`src/rtl/ysyx_23060111_pkg.sv`:
```
// Shared definitions for the ysyx_23060111 core: IFU state encoding and
// architectural constants used by fetch.
package ysyx_23060111_pkg;

    typedef enum logic [2:0] {
        IFU_IDLE    = 3'd0,
        IFU_REQ     = 3'd1,
        IFU_RESP    = 3'd2,
        IFU_HOLD    = 3'd3,
        IFU_WAIT_PC = 3'd4
    } ifu_state_t;

    // addi x0, x0, 0 -- substituted for any word that faulted
    localparam logic [31:0] NOP_INST         = 32'h0000_0013;
    localparam logic [31:0] RESET_PC_DEFAULT = 32'h8000_0000;

endpackage

```
`src/rtl/ysyx_23060111_ifu.sv`:
```
// Instruction fetch unit: one word fetch per instruction, handed to decode,
// then waits for write-back's next PC. YSYX_23060111_IFU_ALIGN_CHECK_EN
// enables a local misaligned-PC fault instead of issuing the request.
module ysyx_23060111_ifu
    import ysyx_23060111_pkg::*;
#(
    parameter logic [31:0] RESET_PC = RESET_PC_DEFAULT
) (
    input  logic        clk,
    input  logic        rst,

    output logic        mem_req_valid,
    input  logic        mem_req_ready,
    output logic [31:0] mem_req_addr,

    input  logic        mem_resp_valid,
    input  logic [31:0] mem_resp_data,
    input  logic        mem_resp_err,

    output logic        inst_valid,
    input  logic        inst_ready,
    output logic [31:0] inst,
    output logic [31:0] inst_pc,
    output logic        inst_fault,

    input  logic        npc_valid,
    input  logic [31:0] npc,
    output logic        npc_ready
);

    ifu_state_t  state;
    logic [31:0] pc;
    logic        misaligned;

`ifdef YSYX_23060111_IFU_ALIGN_CHECK_EN
    assign misaligned = (pc[1:0] != 2'b00);
`else
    assign misaligned = 1'b0;
`endif

    // Handshake strobes are pure state decode so they never glitch on inputs
    assign mem_req_valid = (state == IFU_REQ) && !misaligned;
    assign mem_req_addr  = pc;
    assign inst_valid    = (state == IFU_HOLD);
    assign npc_ready     = (state == IFU_WAIT_PC);

    always_ff @(posedge clk) begin
        if (rst) begin
            state      <= IFU_IDLE;
            pc         <= RESET_PC;
            inst       <= '0;
            inst_pc    <= '0;
            inst_fault <= 1'b0;
        end else begin
            case (state)
                IFU_IDLE: begin
                    state <= IFU_REQ;
                end
                IFU_REQ: begin
                    if (misaligned) begin
                        inst       <= NOP_INST;
                        inst_pc    <= pc;
                        inst_fault <= 1'b1;
                        state      <= IFU_HOLD;
                    end else if (mem_req_ready) begin
                        state <= IFU_RESP;
                    end
                end
                IFU_RESP: begin
                    if (mem_resp_valid) begin
                        inst       <= mem_resp_err ? NOP_INST : mem_resp_data;
                        inst_pc    <= pc;
                        inst_fault <= mem_resp_err;
                        state      <= IFU_HOLD;
                    end
                end
                IFU_HOLD: begin
                    if (inst_ready) begin
                        state <= IFU_WAIT_PC;
                    end
                end
                IFU_WAIT_PC: begin
                    if (npc_valid) begin
                        pc    <= npc;
                        state <= IFU_REQ;
                    end
                end
                default: begin
                    state <= IFU_IDLE;
                end
            endcase
        end
    end

endmodule

```
`config.mk`:
```
export PLATFORM = sky130hd
export DESIGN_NAME = ysyx_23060111_ifu
export DESIGN_NICKNAME = d
export VERILOG_FILES = /design/src/rtl/ysyx_23060111_pkg.sv /design/src/rtl/ysyx_23060111_ifu.sv
export SDC_FILE = /design/constraint.sdc
export NUM_CORES = 1
export LEC_CHECK = 0
export CAP_MARGIN = 0
export CELL_PAD_IN_SITES_DETAIL_PLACEMENT = 1
export CELL_PAD_IN_SITES_GLOBAL_PLACEMENT = 2
export CORE_MARGIN = 2
export CORE_UTILIZATION = 24
export CTS_BUF_LIST = sky130_fd_sc_hd__clkbuf_8
export DETAILED_ROUTE_END_ITERATION = 8
export PLACE_DENSITY_LB_ADDON = 0.1
export SETUP_SLACK_MARGIN = 0.05
export SLEW_MARGIN = 20
export SYNTH_ARGS = -nofsm -noshare
export SYNTH_HDL_FRONTEND = slang
export SYNTH_SLANG_ARGS = --single-unit
```
`constraint.sdc`:
```
create_clock -name clk -period 2.2 [get_ports clk]
set_input_delay 0.44 -clock clk [delete_from_list [all_inputs] [get_ports clk]]
set_output_delay 0.44 -clock clk [all_outputs]
set_load 0.1 [all_outputs]
```
### Word-level counts from Yosys, hierarchy flattened

Cells that the tools add are included.

* equal/unequal tests: 8
* mux-type cells: 6
* reduce and logical (&&, ||, !) cells: 4

Operators by type and width (number)
* $mux W32: 1
* $pmux W3 S5: 1
* $mux W3: 4
* $eq A3 B2 Y1 const B: 2
* $ne A2 B1 Y1 const B: 2
* $ne A2 B2 Y1 const B: 2
* $reduce_and A2 Y1: 2
* $reduce_and A4 Y1: 1
* $eq A3 B1 Y1 const B: 1
* $eq A3 B3 Y1 const B: 1
* $logic_not A3 Y1: 1

* register bits after elaboration: 100
* bits of input ports: 71
* output and inout port bits: 100
* word-level logic and storage cells: 23

### Depth between registers and ports, before layout

Gate-level depths: netlist (run 1).

* depth in word-level cells: 3
* gate-level depth with buffers: 6
* gate-level depth less buffers: 3

### Least setup slack after synthesis (run 1)

Ideal clock, no wire load.

* path kind: flip-flop to output port
* start point: reg state[1]
* end point: out npc_ready
* data arrival time: 2.722 ns
* required time: 1.760 ns
* slack: -0.962 ns
* cell stages (with the launch flop): 3
* path buffers: 1
* cell sequence: dfxtp_1 buf_2 nor3b_1

* word-level cells in the longest chain between the ends: 1

RTL lines
* start, declared: RTL line ysyx_23060111_ifu.sv:31 `ifu_state_t state;`
* start signal, assigned: RTL line ysyx_23060111_ifu.sv:49 `state <= IFU_IDLE;`
* start signal, assigned: RTL line ysyx_23060111_ifu.sv:57 `state <= IFU_REQ;`
* start signal, assigned: RTL line ysyx_23060111_ifu.sv:64 `state <= IFU_HOLD;`
* $eq A3 B3 Y1: RTL line ysyx_23060111_ifu.sv:45 `assign npc_ready = (state == IFU_WAIT_PC);`
* end, declared: RTL line ysyx_23060111_ifu.sv:28 `output logic npc_ready`

No other way between the ends.

### Worst setup path in the final report (run 1)

* start point: reg state[1]
* end point: out inst_valid

* word-level cells in the longest chain between the ends: 1

RTL lines
* $eq A3 B2 Y1: RTL line ysyx_23060111_ifu.sv:44 `assign inst_valid = (state == IFU_HOLD);`
* end, declared: RTL line ysyx_23060111_ifu.sv:20 `output logic inst_valid,`

No other way between the ends.

==> results of run 1 <==
-- cells by family (layout without fill, tap and decap cells) --
logic type | count (synthesis) | count (layout)
buffers and inverters | 40 | 200
AOI/OAI and AO/OA | 98 | 98
and+or+nand+nor | 214 | 214
DFF | 100 | 100
-- sequential cells by signal, indices dropped and copies added, names as in the netlist --
| name | flops |
|---|---|
| inst_pc | 32 |
| inst_fault | 1 |
| state | 3 |
| mem_req_addr | 32 |
| inst | 32 |
-- metrics by stage --
| stage | hold slack, ns | instances |
|---|---|---|
| after floorplan | 0.503 | 452 |
| after global placement | 0.440 | 784 |
| after detailed placement | 0.448 | 784 |
| after CTS | 0.461 | 800 |
| after global routing | 0.473 | 800 |
| final | 0.457 | 800 |
-- worst max path at each step --
stage,from,to,cells after the start,slack [ns]
finish,state[1]$_SDFFE_PP0P_,inst_valid,3,0.21
global route,state[1]$_SDFFE_PP0P_,inst_valid,3,0.09
CTS,state[1]$_SDFFE_PP0P_,inst_valid,3,0.16
detailed placement,mem_resp_valid,inst[15]$_SDFFE_PP0P_,5,0.18
global placement,mem_resp_valid,inst[14]$_SDFFE_PP0P_,5,0.26
floorplan,state[1]$_SDFFE_PP0P_,npc_ready,2,0.05
-- metal layers --
metal	up-vias	GRT usage, %	wire length [um]
met4	0	6.40	194
met3	11	3.98	818
met2	100	24.4	5850
li1	1784	-	-
met5	-	0	0
met1	1695	18.6	5460
-- cell type report --
class	count	area [um^2]
timing repair buffer	182	1600
tap	188	235
clock inverter	6	78.8
sequential	100	2000
inverter	2	7.51
fill	1779	9460
multi-input combinational	312	1510
clock buffer	10	138
-- worst reg2reg max path, stage by stage, from the launching register on --
cell,delay [ns]
sky130_fd_sc_hd__dfxtp_1,0.69
sky130_fd_sc_hd__and4bb_2,0.38
sky130_fd_sc_hd__buf_4,0.34
sky130_fd_sc_hd__nand3b_1,0.13
sky130_fd_sc_hd__a21oi_1,0.16
-- cell usage in the layout, fill, tap and decap left out, drive strengths merged --
cell type      netlist  routed
nand2              159     159
buf                 19     113
dfxtp              100     100
a21oi               95      95
clkdlybuf4s50        0      69
nand3b              29      29
clkbuf              19      10
nor3                 9       9
nor2                 8       8
inv                  2       3
clkinv               0       3
nor2b                2       2
bufinv               0       2
nand4bb              2       2
nand2b               1       1
nor3b                1       1
and4bb               1       1
a22oi                1       1
o22ai                1       1
a22o                 1       1
nor4bb               1       1
nand4b               1       1
-- power groups by stage --
stage,clock network [W],logic (W),registers (W)
floorplan,0,0.000167,0.00199
global placement,0,0.000480,0.00190
detailed placement,0,0.000484,0.00190
CTS,0.00136,0.000486,0.00186
global route,0.00144,0.000506,0.00186
finish,0.00130,0.000479,0.00186
==> results.toml, run 1 <==
[sta]
slew-limit-headroom_pct = 62.1
final_max_slew_viol_count = 0
layout_setup_ws_ns = 0.212
finalCritPeriodShare_pct = 90.4
setup_total_negative_slack_ns = 0
fin_skew_ns = 0.0114
worst-slew-pin-transition_ns = 0.568
min_period_ns = 1.99
finalHoldViolations = 0
setup_repair_after_global_routing_missed_its_margin = "false"
max_freq_ghz = 0.503
finalSetupViolCount = 0

[clock_tree]
post-cts-setup-buffer-count = 0
root_buffer = "sky130_fd_sc_hd__clkbuf_8"
worstSkewPairLatency_ns = 0.38
clk_pin_slew_worst_paths_ns = 0.09
cts_buffers = 9
cts-htree-levels = 3
clock_sink_count = 100
hold_buffers_post_cts = 0
tritoncts = "yes"
clockBufferDepth = 2
quantity_of_gates_resized_following_cts = 0

[synthesis]
synth_largest_area_cell = "sky130_fd_sc_hd__dfxtp_1"
ys_seq_elements = 100
yosys-top-cells-count = "159 x sky130_fd_sc_hd__nand2_1, 100 x sky130_fd_sc_hd__dfxtp_1, 95 x sky130_fd_sc_hd__a21oi_1"
synth_compound_gate_area_share_pct = 13.6
synth.mux.area_fraction_pct = 0
synth_xor_area_share_pct = 0
synthesis.nets = 523
post-synth-top-area-fraction_pct = 54.7
synth.avg_cell_area_um2 = 8.10
synthesis.instances = 452
synth-edff-count = 0
netlist_area_um2 = 3660
yosys.cell_count.top_type = "sky130_fd_sc_hd__nand2_1"
top_post_synthesis_cells_by_area = "sky130_fd_sc_hd__dfxtp_1 55%, sky130_fd_sc_hd__nand2_1 16%, sky130_fd_sc_hd__a21oi_1 13%, sky130_fd_sc_hd__nand3b_1 5.9%, sky130_fd_sc_hd__clkbuf_1 1.9%"
synth_area_in_adders_pct = 0
synth-seq-area-share_pct = 54.7
synthFlopType = "sky130_fd_sc_hd__dfxtp_1"
yosys.area_share.simple_pct = 26.5
netlist-cell-type-count = 21
synth_top_family_by_area = "simple AND/OR/NAND/NOR gates"
ys_async_sr_fraction_pct = 0
yosys_warnings = 0

[die]
die_x_um = 128
initial_cell_density_of_the_core_pct = 24.4
number_of_placement_rows = 45
design.portCount = 171
design.die.area_um2 = 16300
fp.dieH_um = 128
core_area_um2 = 15000

[placement]
placement.setup.worst_slack_ns = 0.185
placed_cell_area_um2 = 5360
gpl.final_weighted_congestion = 0.751
numPortBuffers = 170
place.detailed.hpwl_mm = 8.61

[worst_hold_path]
worstHoldPathCells = 2
worst_hold_path_startpoint = "inst[30]$_SDFFE_PP0P_"
min_delay_worst_endpoint = "inst[30]$_SDFFE_PP0P_"
hold_removal_path_class = "flop to flop"

[pwr]
power_density_nw_per_um2 = 653
power_frac_seq_pct = 51.0
report.power.total_w = 0.00364
total_switching_power_w = 0.000952
combinational_power_share_pct = 13.2
clock_power_share_pct = 35.8
power.share.switching_pct = 26.1
intPower_w = 0.00269
ir_drop_worst_case_vdd_v = 0.000304
power_leakage_nw = 2.07

[finish]
nets = 678
postLayoutCellArea_um2 = 5580
num_antenna_cells = 0
finish.utilization_pct = 37.1
flow.area_growth_from_synthesis_pct = 52.3
drive_above_1_share_pct = 22.1

[critical_path]
worstPathRequired_ns = 1.76
critPathArrivalTime_ns = 1.55
reg2regPathDepth = 4
r2r_end = "inst[15]$_SDFFE_PP0P_"
critPathLaunchType = "flop"
critPathBufInv = 2
worstPathMaxFanout = 13
critical_path.slowest_cell = "sky130_fd_sc_hd__dfxtp_1"
critical_path.cell_chain = "inv_1 > nor2_2 > buf_12"
endpoint_kind = "output pin"
worst_path_dominant_cell_family = "flip-flops"
setup.worst_path.class = "flop to output pin"
reg2reg_setup_slack_ns = 0.44
worst_path_largest_cell_delay_ns = 0.69
worst_r2r_start = "state[1]$_SDFFE_PP0P_"

[global_route]
groute.usage.overall_pct = 14.9
grt_remaining_overflow = 0
grt_first_pass_wirelength_mm = 18.9
largest_net_degree_at_the_start_of_global_routing = 43
number_of_antenna_violations_at_the_first_check_in_global_routing = 0
first_global_vias = 3628

[routing]
drcViolationCount = 0
detailedRoute.firstPassIterationCount = 4
drt_iter0_markers = 134
wire_per_inst_um = 15.4
ant_nets = 0
wl_mm = 12.3
vias = 3590
via_per_inst = 4.49

[run_status]
outcome = "finished, final reports clean"

[run]
maxCapViolCount = 0
No activity file was read; power rests on OpenSTA's default activity.
==> inputs of run 2 (changes only) <==
- CORE_UTILIZATION: 24 -> 20
- SLEW_MARGIN: 20 -> unset
- clock period: 2.2 -> 1.8 ns (I/O delays scaled with it)
==> run 2 against run 1 <==
  * Via count up 1.6%
  * Combinational power up 41%
  * Wire length up 5.6%
  * Setup slack worse by 0.10 ns
  * Sequential share of layout area down 6.8 points
  * Cell count up 6.1%
  * Non-clock buffer count up 7
  * Power up 18%
  * Clock-buffer cell count unchanged
  * Sequential cell count unchanged
  * Clock power up 5%
  * Register-to-register slack about the same
==> results.toml, run 2 (synthesis results as in run 1) <==
[die]
design.portCount = 171
fp.dieH_um = 139
die_x_um = 139
number_of_placement_rows = 49
initial_cell_density_of_the_core_pct = 20.4
design.die.area_um2 = 19400
core_area_um2 = 18000

[global_route]
largest_net_degree_at_the_start_of_global_routing = 43
grt_remaining_overflow = 0
grt_first_pass_wirelength_mm = 20.6
globalRoute.busiestLayer = "met2"
number_of_antenna_violations_at_the_first_check_in_global_routing = 1
grt_use_met3_pct = 4.99
first_global_vias = 3694
fraction_of_met1_tracks_used_by_global_routing_pct = 17.2
groute.usage.overall_pct = 13.3
globalRouteMet2Util_pct = 20.9

[routing]
via_per_inst = 4.30
wl_mm = 13.0
detailedRoute.firstPassIterationCount = 4
drcViolationCount = 0
drt_iter0_markers = 88
wire_per_inst_um = 15.3
ant_nets = 0
vias = 3649

[critical_path]
critical_path.slowest_cell = "sky130_fd_sc_hd__dfxtp_4"
worst_r2r_start = "state[1]$_SDFFE_PP0P_"
critical_path.cell_chain = "buf_4 > nor3b_4 > buf_12"
setup.worst_path.class = "flop to output pin"
critPathArrivalTime_ns = 1.33
critPathBufInv = 2
endpoint_kind = "output pin"
worstPathRequired_ns = 1.44
worstPathMaxFanout = 4
worst_path_largest_cell_delay_ns = 0.36
worst_path_dominant_cell_family = "flip-flops"
cp_launch_point = "state[1]$_SDFFE_PP0P_"
critPathLaunchType = "flop"

[sta]
fin_skew_ns = 0.0118
max_freq_ghz = 0.592
finalCritPeriodShare_pct = 93.8
final_max_slew_viol_count = 0
setup_repair_after_global_routing_missed_its_margin = "false"
finalHoldViolations = 0
worst-slew-pin-transition_ns = 0.465
finalSetupViolCount = 0
setup_total_negative_slack_ns = 0
slew-limit-headroom_pct = 69.0
min_period_ns = 1.69

[pwr]
total_switching_power_w = 0.00122
power_leakage_nw = 2.37
power.share.switching_pct = 28.3
intPower_w = 0.00309
clock_power_share_pct = 31.6
ir_drop_worst_case_vdd_v = 0.000352
power_frac_seq_pct = 52.8
power_density_nw_per_um2 = 623
combinational_power_share_pct = 15.7

[clock_tree]
cts-htree-levels = 3
clock_sink_count = 100
tritoncts = "yes"
clk_pin_slew_worst_paths_ns = 0.10
root_buffer = "sky130_fd_sc_hd__clkbuf_8"
worstSkewPairLatency_ns = 0.37
clockBufferDepth = 2
cts_buffers = 9

[finish]
drive_above_1_share_pct = 23.4
final_cell_mix = "159 x sky130_fd_sc_hd__nand2_1, 106 x sky130_fd_sc_hd__buf_12, 97 x sky130_fd_sc_hd__dfxtp_1"
finish.utilization_pct = 38.5
nets = 685
final.fill_count = 1979
flow.area_growth_from_synthesis_pct = 89.0
final_common_cell = "sky130_fd_sc_hd__nand2_1"

[run_status]
outcome = "finished, final reports clean"

[placement]
place.detailed.hpwl_mm = 9.03
gpl.final_weighted_congestion = 0.708
numPortBuffers = 170

[worst_hold_path]
hold_removal_path_class = "input port to flop"
worst_hold_path_startpoint = "rst"

[run]
maxCapViolCount = 0
run 2: cell count changes in the layout (fill, tap and decap cells not counted):
cell	change
sky130_fd_sc_hd__diode_2	+1
sky130_fd_sc_hd__clkinv_2	-1
sky130_fd_sc_hd__inv_6	+2
sky130_fd_sc_hd__buf_4	-94
sky130_fd_sc_hd__buf_12	+101
sky130_fd_sc_hd__nor3b_2	-1
sky130_fd_sc_hd__dfxtp_1	-3
sky130_fd_sc_hd__dfxtp_4	+2
sky130_fd_sc_hd__clkinvlp_4	+1
sky130_fd_sc_hd__bufinv_16	-2
sky130_fd_sc_hd__dfxtp_2	+1
sky130_fd_sc_hd__nor3b_4	+1
run 2: power groups by stage:
stage                     sequential, W  combinational (W)  clock [W]
after floorplan                 0.00243           0.000204          0
after global placement          0.00233           0.000673          0
after detailed placement        0.00233           0.000675          0
after CTS                       0.00228           0.000678    0.00146
after global routing            0.00228           0.000714    0.00154
final                           0.00228           0.000675    0.00136
run 2: path summary, 6_finish.rpt:
| path | endpoint | slack [ns] | cells after the start |
|---|---|---|---|
| max | npc_ready | 0.11 | 3 |
| min | inst[29]$_SDFFE_PP0P_ | 0.44 | 2 |
| max reg2reg | inst[8]$_SDFFE_PP0P_ | 0.44 | 5 |
| min reg2reg | inst_fault$_SDFFE_PP0P_ | 0.49 | 2 |
run 2: worst register-to-register path, delay by kind of cell, from the launching register on:
kind,cells,cell delay (ns)
compound gates,1,0.14
buf+inv,2,0.36
flops,1,0.37
simple gates,2,0.44
run 2: cell type report:
type	instances	area (um^2)	area share (%)
clock buffer	10	138	1.99
tap	229	287	4.14
sequential	100	2010	29.0
multi-input combinational	312	1520	22.0
timing repair buffer	189	2920	42.2
inverter	2	7.51	0.108
clock inverter	6	38.8	0.560
antenna	1	2.50	0.0362
run 2: metrics by stage:
| stage | hold slack (ns) | power (W) | instance area (um^2) | worst slack, ns | instances |
|---|---|---|---|---|---|
| after floorplan | 0.487 | 0.00263 | 3670 | -0.271 | 452 |
| after global placement | 0.476 | 0.00300 | 6710 | 0.0379 | 830 |
| after detailed placement | 0.484 | 0.00300 | 6710 | 0.0358 | 830 |
| after CTS | 0.428 | 0.00441 | 6900 | 0.0800 | 846 |
| after global routing | 0.432 | 0.00453 | 6920 | 0.0374 | 849 |
| final | 0.439 | 0.00431 | 6920 | 0.112 | 849 |
run 2: routing by layer:
layer / vias to the layer above / part of all wire, %
li1: 1801 / -
met1: 1741 / 45
met3: 9 / 7.1
met2: 98 / 47
met4: 0 / 1.3
met5: - / 0
run 2: what timing repair did:
item                                    4_1_cts  5_1_grt
buffers inserted                              0        2
endpoints found under the setup margin        3        1
pin swaps                                     0        1
hold buffers                                  0        0
gates resized for setup                       5        1
==> inputs of run 3 (changes only) <==
- CELL_PAD_IN_SITES_DETAIL_PLACEMENT: 1 -> unset
- CELL_PAD_IN_SITES_GLOBAL_PLACEMENT: 2 -> unset
- CORE_UTILIZATION: 20 -> 30
- PLACE_DENSITY_LB_ADDON: 0.1 -> unset
==> run 3 against run 2 <==
  * Utilization up 18 points
  * Setup slack better by 0.058 ns
  * First-iteration DRC count up 91%
  * Register-to-register slack worse by 0.02 ns
  * Via count down 1.1%
  * Sequential cell count unchanged
  * Clock-buffer cell count down 1
  * Die area down 32%
  * Final area down 2.4%
  * Clock skew down 0.00088 ns
  * Sequential power about the same
  * Cell count down 10%
==> results.toml, run 3 (synthesis results as in run 1) <==
[die]
fp.dieH_um = 114
initial_cell_density_of_the_core_pct = 30.6
number_of_placement_rows = 40
core_area_um2 = 12000
design.die.area_um2 = 13100
design.portCount = 171
die_x_um = 114

[finish]
nets = 679
postLayoutCellArea_um2 = 6750
finish.utilization_pct = 56.5
final_common_cell = "sky130_fd_sc_hd__nand2_1"
flow.area_growth_from_synthesis_pct = 84.4
final_cell_mix = "159 x sky130_fd_sc_hd__nand2_1, 105 x sky130_fd_sc_hd__buf_12, 97 x sky130_fd_sc_hd__dfxtp_1"
final.fill_count = 1038
num_antenna_cells = 0
drive_above_1_share_pct = 22.7

[critical_path]
critical_path.cell_chain = "buf_4 > nor2_2 > buf_12"
r2r_end = "inst[18]$_SDFFE_PP0P_"
critPathArrivalTime_ns = 1.27
reg2reg_setup_slack_ns = 0.42
reg2regPathDepth = 4
critPathLaunchType = "flop"
worstPathRequired_ns = 1.44
worst_path_largest_cell_delay_ns = 0.40
setup.worst_path.class = "flop to output pin"
critical_path.slowest_cell = "sky130_fd_sc_hd__dfxtp_2"
endpoint_kind = "output pin"
worst_r2r_start = "state[1]$_SDFFE_PP0P_"
worstPathMaxFanout = 7

[routing]
wl_met2_mm = 5.63
wl_mm = 11.3
ant_nets = 0
routedLengthMet1_mm = 4.57
vias = 3610
drt_iter0_markers = 168
wire_per_inst_um = 14.9
drcViolationCount = 0
detailedRoute.firstPassIterationCount = 4
via_per_inst = 4.75
topRoutingLayerUsed = "met4"
met3_wirelength_um = 662

[sta]
setup_repair_after_global_routing_missed_its_margin = "false"
finalCritPeriodShare_pct = 90.5
finalSetupViolCount = 0
fin_skew_ns = 0.0109
setup_total_negative_slack_ns = 0
finalHoldViolations = 0
layout_setup_ws_ns = 0.170
final_max_slew_viol_count = 0
max_freq_ghz = 0.614
slew-limit-headroom_pct = 71.6
worst-slew-pin-transition_ns = 0.426
min_period_ns = 1.63

[global_route]
largest_net_degree_at_the_start_of_global_routing = 66
grt_first_pass_wirelength_mm = 17.8
groute.usage.overall_pct = 17.2
grt_remaining_overflow = 0
first_global_vias = 3617
number_of_antenna_violations_at_the_first_check_in_global_routing = 0

[clock_tree]
clk_pin_slew_worst_paths_ns = 0.11
tritoncts = "yes"
cts-htree-levels = 3
cts_buffers = 9
hold_buffers_post_cts = 0
clockBufferDepth = 2
worstSkewPairLatency_ns = 0.35
root_buffer = "sky130_fd_sc_hd__clkbuf_8"
clock_sink_count = 100

[placement]
placement.setup.worst_slack_ns = 0.0309
placed_cell_area_um2 = 6560
place.detailed.hpwl_mm = 8.09
numPortBuffers = 170
gpl.final_weighted_congestion = 0.737

[run]
maxCapViolCount = 0

[pwr]
power_leakage_nw = 2.34
power_density_nw_per_um2 = 629
ir_drop_worst_case_vdd_v = 0.000461

[run_status]
outcome = "finished, final reports clean"

[worst_hold_path]
worst_hold_path_startpoint = "rst"
worstHoldPathCells = 2
min_delay_worst_endpoint = "inst[27]$_SDFFE_PP0P_"
hold_removal_path_class = "input port to flop"
## run 3: cell count changes in the layout (fill, tap and decap cells not counted), sizes merged
cell	before	now
diode	1	0
clkbuf	10	9
buf	120	114
inv	5	6
## run 3: area by class of cell
| type | count | area [um^2] | share of cell area [%] |
|---|---|---|---|
| Inverter | 2 | 7.51 | 0.111 |
| Tap cell | 147 | 184 | 2.72 |
| Clock buffer | 9 | 124 | 1.83 |
| Timing Repair Buffer | 183 | 2860 | 42.3 |
| Sequential cell | 100 | 2010 | 29.7 |
| Multi-Input combinational cell | 312 | 1520 | 22.4 |
| Clock inverter | 7 | 55.1 | 0.815 |
## run 3: metal layers
metal | vias to the layer above | global-route usage (%)
met2 | 121 | 30.1
met5 | - | 0
met3 | 26 | 4.29
met1 | 1671 | 19.2
li1 | 1792 | -
met4 | 0 | 9.02
## run 3: critical path: cells and delay by family, from the launching register on
kind	cells	cell delay [ns]
buffers and inverters	2	0.37
AND/OR/NAND/NOR	1	0.15
flip-flops	1	0.40
## run 3: how the worst max path moves through the flow
stage	start	endpoint	cells after the start
final	state[1]$_SDFFE_PP0P_	mem_req_valid	3
after global routing	state[2]$_SDFFE_PP0P_	mem_req_valid	3
after CTS	state[2]$_SDFFE_PP0P_	npc_ready	2
after detailed placement	npc_valid	mem_req_addr[21]$_SDFFE_PP0P_	5
after global placement	npc_valid	mem_req_addr[19]$_SDFFE_PP0P_	5
after floorplan	state[1]$_SDFFE_PP0P_	npc_ready	2
## run 3: what timing repair did
| action | CTS | global route |
|---|---|---|
| endpoints found under the setup margin | 3 | 3 |
| setup buffers | 0 | 0 |
| resized for setup | 3 | 2 |
## run 3: stage by stage
step | power, W | hold slack (ns) | instances
global route | 0.00444 | 0.424 | 760
finish | 0.00425 | 0.431 | 760
detailed placement | 0.00297 | 0.482 | 744
floorplan | 0.00263 | 0.487 | 452
global placement | 0.00296 | 0.476 | 744
CTS | 0.00432 | 0.411 | 760
## run 3: where the power goes
group | internal (W) | switching [W]
clock network | 0.000523 | 0.000804
logic | 0.000296 | 0.000345
registers | 0.00224 | 0.0000428
